**src/rtl/data_memory_arbiter.sv**
```systemverilog
// data_memory_arbiter
//   Two-port round-robin arbiter in front of a single-port data memory with
//   a one-cycle registered read. Each accepted request runs one transaction
//   IDLE -> ISSUE -> (WAIT) -> DONE. Out-of-range addresses skip the memory
//   and complete straight from IDLE with err set.
//
// Ports
//   clk, rst                 clock, asynchronous active-low reset
//   req0/req1, we0/we1       per-port request and write-enable
//   addr0/addr1              per-port byte address
//   wdata0/wdata1            per-port write data
//   ack0/ack1                one-cycle completion pulse for the served port
//   rdata                    read result, non-zero only during a read ack
//   err                      out-of-range flag, valid with ack
//   busy                     high whenever the FSM is not in IDLE
//   mem_enable               memory write strobe (1 = write)
//   mem_address              memory address
//   mem_dataInput            memory write data
//   mem_dataOutput           memory read data, one cycle after the address
module data_memory_arbiter #(
    parameter int MEM_DEPTH = 33
) (
    input  logic       clk,
    input  logic       rst,
    input  logic       req0,
    input  logic       req1,
    input  logic       we0,
    input  logic       we1,
    input  logic [7:0] addr0,
    input  logic [7:0] addr1,
    input  logic [7:0] wdata0,
    input  logic [7:0] wdata1,
    output logic       ack0,
    output logic       ack1,
    output logic [7:0] rdata,
    output logic       err,
    output logic       busy,
    output logic       mem_enable,
    output logic [7:0] mem_address,
    output logic [7:0] mem_dataInput,
    input  logic [7:0] mem_dataOutput
);

    typedef enum logic [1:0] {
        IDLE,
        ISSUE,
        WAIT,
        DONE
    } state_t;

    localparam logic [8:0] DEPTH_LIM = 9'(MEM_DEPTH);

    state_t     state;
    logic       ptr;        // port that wins a tie
    logic       win;        // port being served
    logic       we_q;       // latched direction of the transaction in flight

    logic       grant;
    logic       sel_we;
    logic [7:0] sel_addr;
    logic [7:0] sel_wdata;
    logic       in_range;

    // A lone requester always wins; on a tie the pointer decides.
    always_comb begin
        grant     = (req0 && req1) ? ptr : req1;
        sel_we    = grant ? we1    : we0;
        sel_addr  = grant ? addr1  : addr0;
        sel_wdata = grant ? wdata1 : wdata0;
        in_range  = ({1'b0, sel_addr} < DEPTH_LIM);
    end

    // Outputs are registered: each branch loads the values belonging to
    // the state being entered, so they line up with the new state.
    always_ff @(posedge clk or negedge rst) begin
        if (!rst) begin
            state         <= IDLE;
            ptr           <= 1'b0;
            win           <= 1'b0;
            we_q          <= 1'b0;
            ack0          <= 1'b0;
            ack1          <= 1'b0;
            err           <= 1'b0;
            busy          <= 1'b0;
            mem_enable    <= 1'b0;
            rdata         <= '0;
            mem_address   <= '0;
            mem_dataInput <= '0;
        end else begin
            ack0          <= 1'b0;
            ack1          <= 1'b0;
            err           <= 1'b0;
            mem_enable    <= 1'b0;
            rdata         <= '0;
            mem_address   <= '0;
            mem_dataInput <= '0;
            case (state)
                IDLE: begin
                    if (req0 || req1) begin
                        win  <= grant;
                        we_q <= sel_we;
                        busy <= 1'b1;
                        if (in_range) begin
                            state         <= ISSUE;
                            mem_enable    <= sel_we;
                            mem_address   <= sel_addr;
                            mem_dataInput <= sel_wdata;
                        end else begin
                            // Out of range: complete next cycle, no memory access.
                            state <= DONE;
                            err   <= 1'b1;
                            ack0  <= ~grant;
                            ack1  <= grant;
                        end
                    end else begin
                        busy <= 1'b0;
                    end
                end
                ISSUE: begin
                    busy <= 1'b1;
                    if (we_q) begin
                        state <= DONE;
                        ack0  <= ~win;
                        ack1  <= win;
                    end else begin
                        state <= WAIT;
                    end
                end
                WAIT: begin
                    // Memory output now reflects the address issued last cycle.
                    state <= DONE;
                    busy  <= 1'b1;
                    rdata <= mem_dataOutput;
                    ack0  <= ~win;
                    ack1  <= win;
                end
                DONE: begin
                    state <= IDLE;
                    busy  <= 1'b0;
                    ptr   <= ~win;
                end
                default: begin
                    state <= IDLE;
                    busy  <= 1'b0;
                end
            endcase
        end
    end

endmodule

```
**config.mk**
```make
export PLATFORM = sky130hd
export DESIGN_NAME = data_memory_arbiter
export DESIGN_NICKNAME = d
export VERILOG_FILES = /design/src/rtl/data_memory_arbiter.sv
export SDC_FILE = /design/constraint.sdc
export NUM_CORES = 1
export LEC_CHECK = 0
export CAP_MARGIN = 20
export CORE_ASPECT_RATIO = 1.75
export CORE_UTILIZATION = 40
export DETAILED_ROUTE_END_ITERATION = 8
export GPL_TIMING_DRIVEN = 1
export PLACE_DENSITY = 0.76
export RECOVER_POWER = 100
export SYNTH_ARGS = -nofsm -noshare
export SYNTH_HDL_FRONTEND = slang
export SYNTH_SLANG_ARGS = --single-unit
```
**constraint.sdc**
```tcl
create_clock -name clk -period 2.1 [get_ports clk]
set_clock_uncertainty 0.05 [all_clocks]
set_input_delay 0.315 -clock clk [delete_from_list [all_inputs] [get_ports clk]]
set_output_delay 0.315 -clock clk [all_outputs]
set_load 0.02 [all_outputs]
```
==> impl_results.md <==
- Max clock buf depth: 2
- Total global routing overflow: 0
- Post-CTS resize count: 0
- Final hold vios: 0
- Pre-CTS WS: -0.139 ns
- Die area: around 4200 sq um
- Share of layout cells above drive strength 1: 0.0791
- Vias in the first global route: 1478
- Synth Register Bits: 34
- Kind of critical path: in2reg
- Hold path depth: 2
- Routability Congestion: roughly 0.8
- Number of max-cap violations: 0
- Final period util: 0.905
- TritonRoute pass-1 iters: 4
- First-pass GRT wire length: 6380 um
- Pleak: 1.15 nW
- Unrepaired setup endpoints after global routing: false
- Commonest non-fill, non-tap cell in the layout: clkdlybuf4s50_1
- Slew headroom: 0.463
- Dpl cell area: roughly 2400 sq um
- Remaining DRCs: 0
- Yosys cell types: 37
- Detailed placement HPWL: around 2900 um
- Routed Wire Length: 3650 um
- CTS buffer count: 5
- Hold_buf cts: 0
- Main synth FF type: dfrtp_1
- Fmax: roughly 0.53 GHz
- Reg2reg path depth: 7
- Actual slew at the worst max-slew pin: 0.805 ns
- Simple-Gate Fraction of Synth Area: 0.209
- Root Buffer: clkbuf_8
- WL/cell: approximately 14 um
- XOR/XNOR Fraction of Synth Area: 0
- CP startpoint kind: input port
- CP arrival: 2.04 ns
- Vias: 1328
- Rows: 29
- Io pins: 75
- Initial DRC count: 13
- All-layer global routing usage: 0.201
- Min-delay worst type: reg2reg
- Initial antenna violation count: 0
- Avg Cell Area, Syn: between 10 and 15 sq um
- N_diodes: 0
- Sequential area share after synthesis: 0.544
- CTS tree: done
- CTS clk-pin slew, worst paths: 0.07 ns
- Final setup vio count: 0
- Drt via density: 5.09
- Max IR drop VDD: roughly 0.6 mV
- Complex-gate fraction of the synthesized area: 0.0903
- Layout Utilization: 0.668
- Area grow syn2layout: 56.4%
- Sinks on Clock Net: 34
- CTS H-tree lvls: 2
- Max Fanout on Critical Path: 13
- Power Dens Cells: 947 nW/um^2
- Largest family of logic cells by synthesized area: simple AND/OR/NAND/NOR gates
- Largest net degree at the start of global routing: 35
- Most frequent cells in the layout: clkdlybuf4s50_1 (44), dfrtp_1 (34), dlygate4sd3_1 (30)
- Mux cell area share after synthesis: 0.0895
- Die X: about 49 um
- Worst setup margin: 0.200 ns
- Final min period: approximately 1.9 ns
- PortBufs: 74
- Cell count after synthesis: ~130
- Status: finished clean
- FFs w/ async S/R, synth: 1.00
- Critical Path End Type: flop
- Die height: 84.8 um
- Final instance area: about 2400 sq um
- Adder-cell share of the synthesized area: 0.0400
- Post-synth EDFFs: 0
- Final-stage net count: approximately 270
- Initial core utilization: 0.427
- Req. time, crit path: about 2.2 ns
- Clock Latency Late Sink: 0.28 ns
- Setup bufs post-CTS: 0
- ANT nets after route: 0
- Final Slew Violations: 0
- YS warnings: 0
- Post-Syn Area: 1570 sq um
- Core Area: between 3000 and 4000 sq um
-- kinds of logic (layout without fill, tap and decap cells) --
logic type,after synthesis,in the layout
and+or+nand+nor,49,49
other,1,2
adders and majority gates,5,5
buffers and inverters,8,91
DFF,34,34
AOI/OAI and AO/OA,20,20
muxes,14,14
-- final cells by class --
| type | instances | area (sq um) |
|---|---|---|
| tap | 46 | 57.6 |
| timing repair buffer | 79 | 782 |
| fill | 311 | 1220 |
| multi-input combinational | 90 | 636 |
| clock buffer | 7 | 76.3 |
| inverter | 4 | 15.0 |
| sequential | 34 | 851 |
| clock inverter | 1 | 30.0 |
-- state kept, by name (all words and copies together) (netlist names) --
name	flops
ack0	1
ack1	1
busy	1
err	1
mem_address	8
mem_dataInput	8
mem_enable	1
ptr	1
rdata	8
state	2
we_q	1
win	1
-- where the power goes --
| group | internal, mW | leakage [nW] | switching [mW] | total [mW] |
|---|---|---|---|---|
| combinational | 0.408 | 0.653 | 0.467 | 0.874 |
| sequential | 0.795 | 0.448 | 0.0691 | 0.864 |
| clock | 0.355 | 0.0524 | 0.224 | 0.579 |
-- stage by stage --
| step | instances | TNS (ns) | total power, mW | hold slack [ns] |
|---|---|---|---|---|
| final | 261 | 0 | 2.32 | 0.458 |
| after global routing | 261 | 0 | 2.46 | 0.508 |
| after CTS | 261 | 0 | 2.40 | 0.404 |
| after detailed placement | 253 | -1.46 | 1.82 | 0.447 |
| after global placement | 253 | -0.887 | 1.78 | 0.435 |
| after floorplan | 132 | 0 | 1.41 | -0.0306 |
-- worst max-delay path, stage by stage --
cell	delay (ns)
clkdlybuf4s50_1	0.42
or4_4	0.55
or2_4	0.25
o2bb2ai_2	0.25
nor3_1	0.26
-- synthesized netlist by cell type, types with 2 or more instances --
| master | count | area (sq um) |
|---|---|---|
| a21oi_1 | 4 | 20.0 |
| and2_1 | 9 | 56.3 |
| buf_2 | 2 | 10.0 |
| dfrtp_1 | 34 | 851 |
| ha_1 | 5 | 62.6 |
| inv_1 | 4 | 15.0 |
| mux2i_1 | 14 | 140 |
| nand2_1 | 3 | 11.3 |
| nand3b_1 | 2 | 15.0 |
| nor2_1 | 7 | 26.3 |
| nor3_1 | 4 | 20.0 |
| nor3_2 | 10 | 100 |
| nor4_1 | 4 | 25.0 |
| o21ai_0 | 4 | 20.0 |
| o21ai_1 | 2 | 10.0 |
| or3_1 | 2 | 12.5 |
-- final timing paths --
kind                                      start                         end  slack [ns]
max                                    addr0[3]  mem_dataInput[0]$_DFF_PN0_        0.20
min                            we_q$_DFFE_PN0P_            we_q$_DFFE_PN0P_        0.46
max reg2reg                state[0]$_DFFE_PN0P_  mem_dataInput[0]$_DFF_PN0_        0.30
min reg2reg                    we_q$_DFFE_PN0P_            we_q$_DFFE_PN0P_        0.46
max in group asynchronous                   rst          rdata[4]$_DFF_PN0_        0.89
min in group asynchronous                   rst    mem_address[4]$_DFF_PN0_        0.60
-- per-layer routing --
layer / wire (um) / track usage
met2: 2090 / 0.396
met3: 291 / 0.0562
met5: 0 / 0
met4: 80 / 0.0802
met1: 1190 / 0.181
Note: power is estimated with default switching activity, not from simulation.
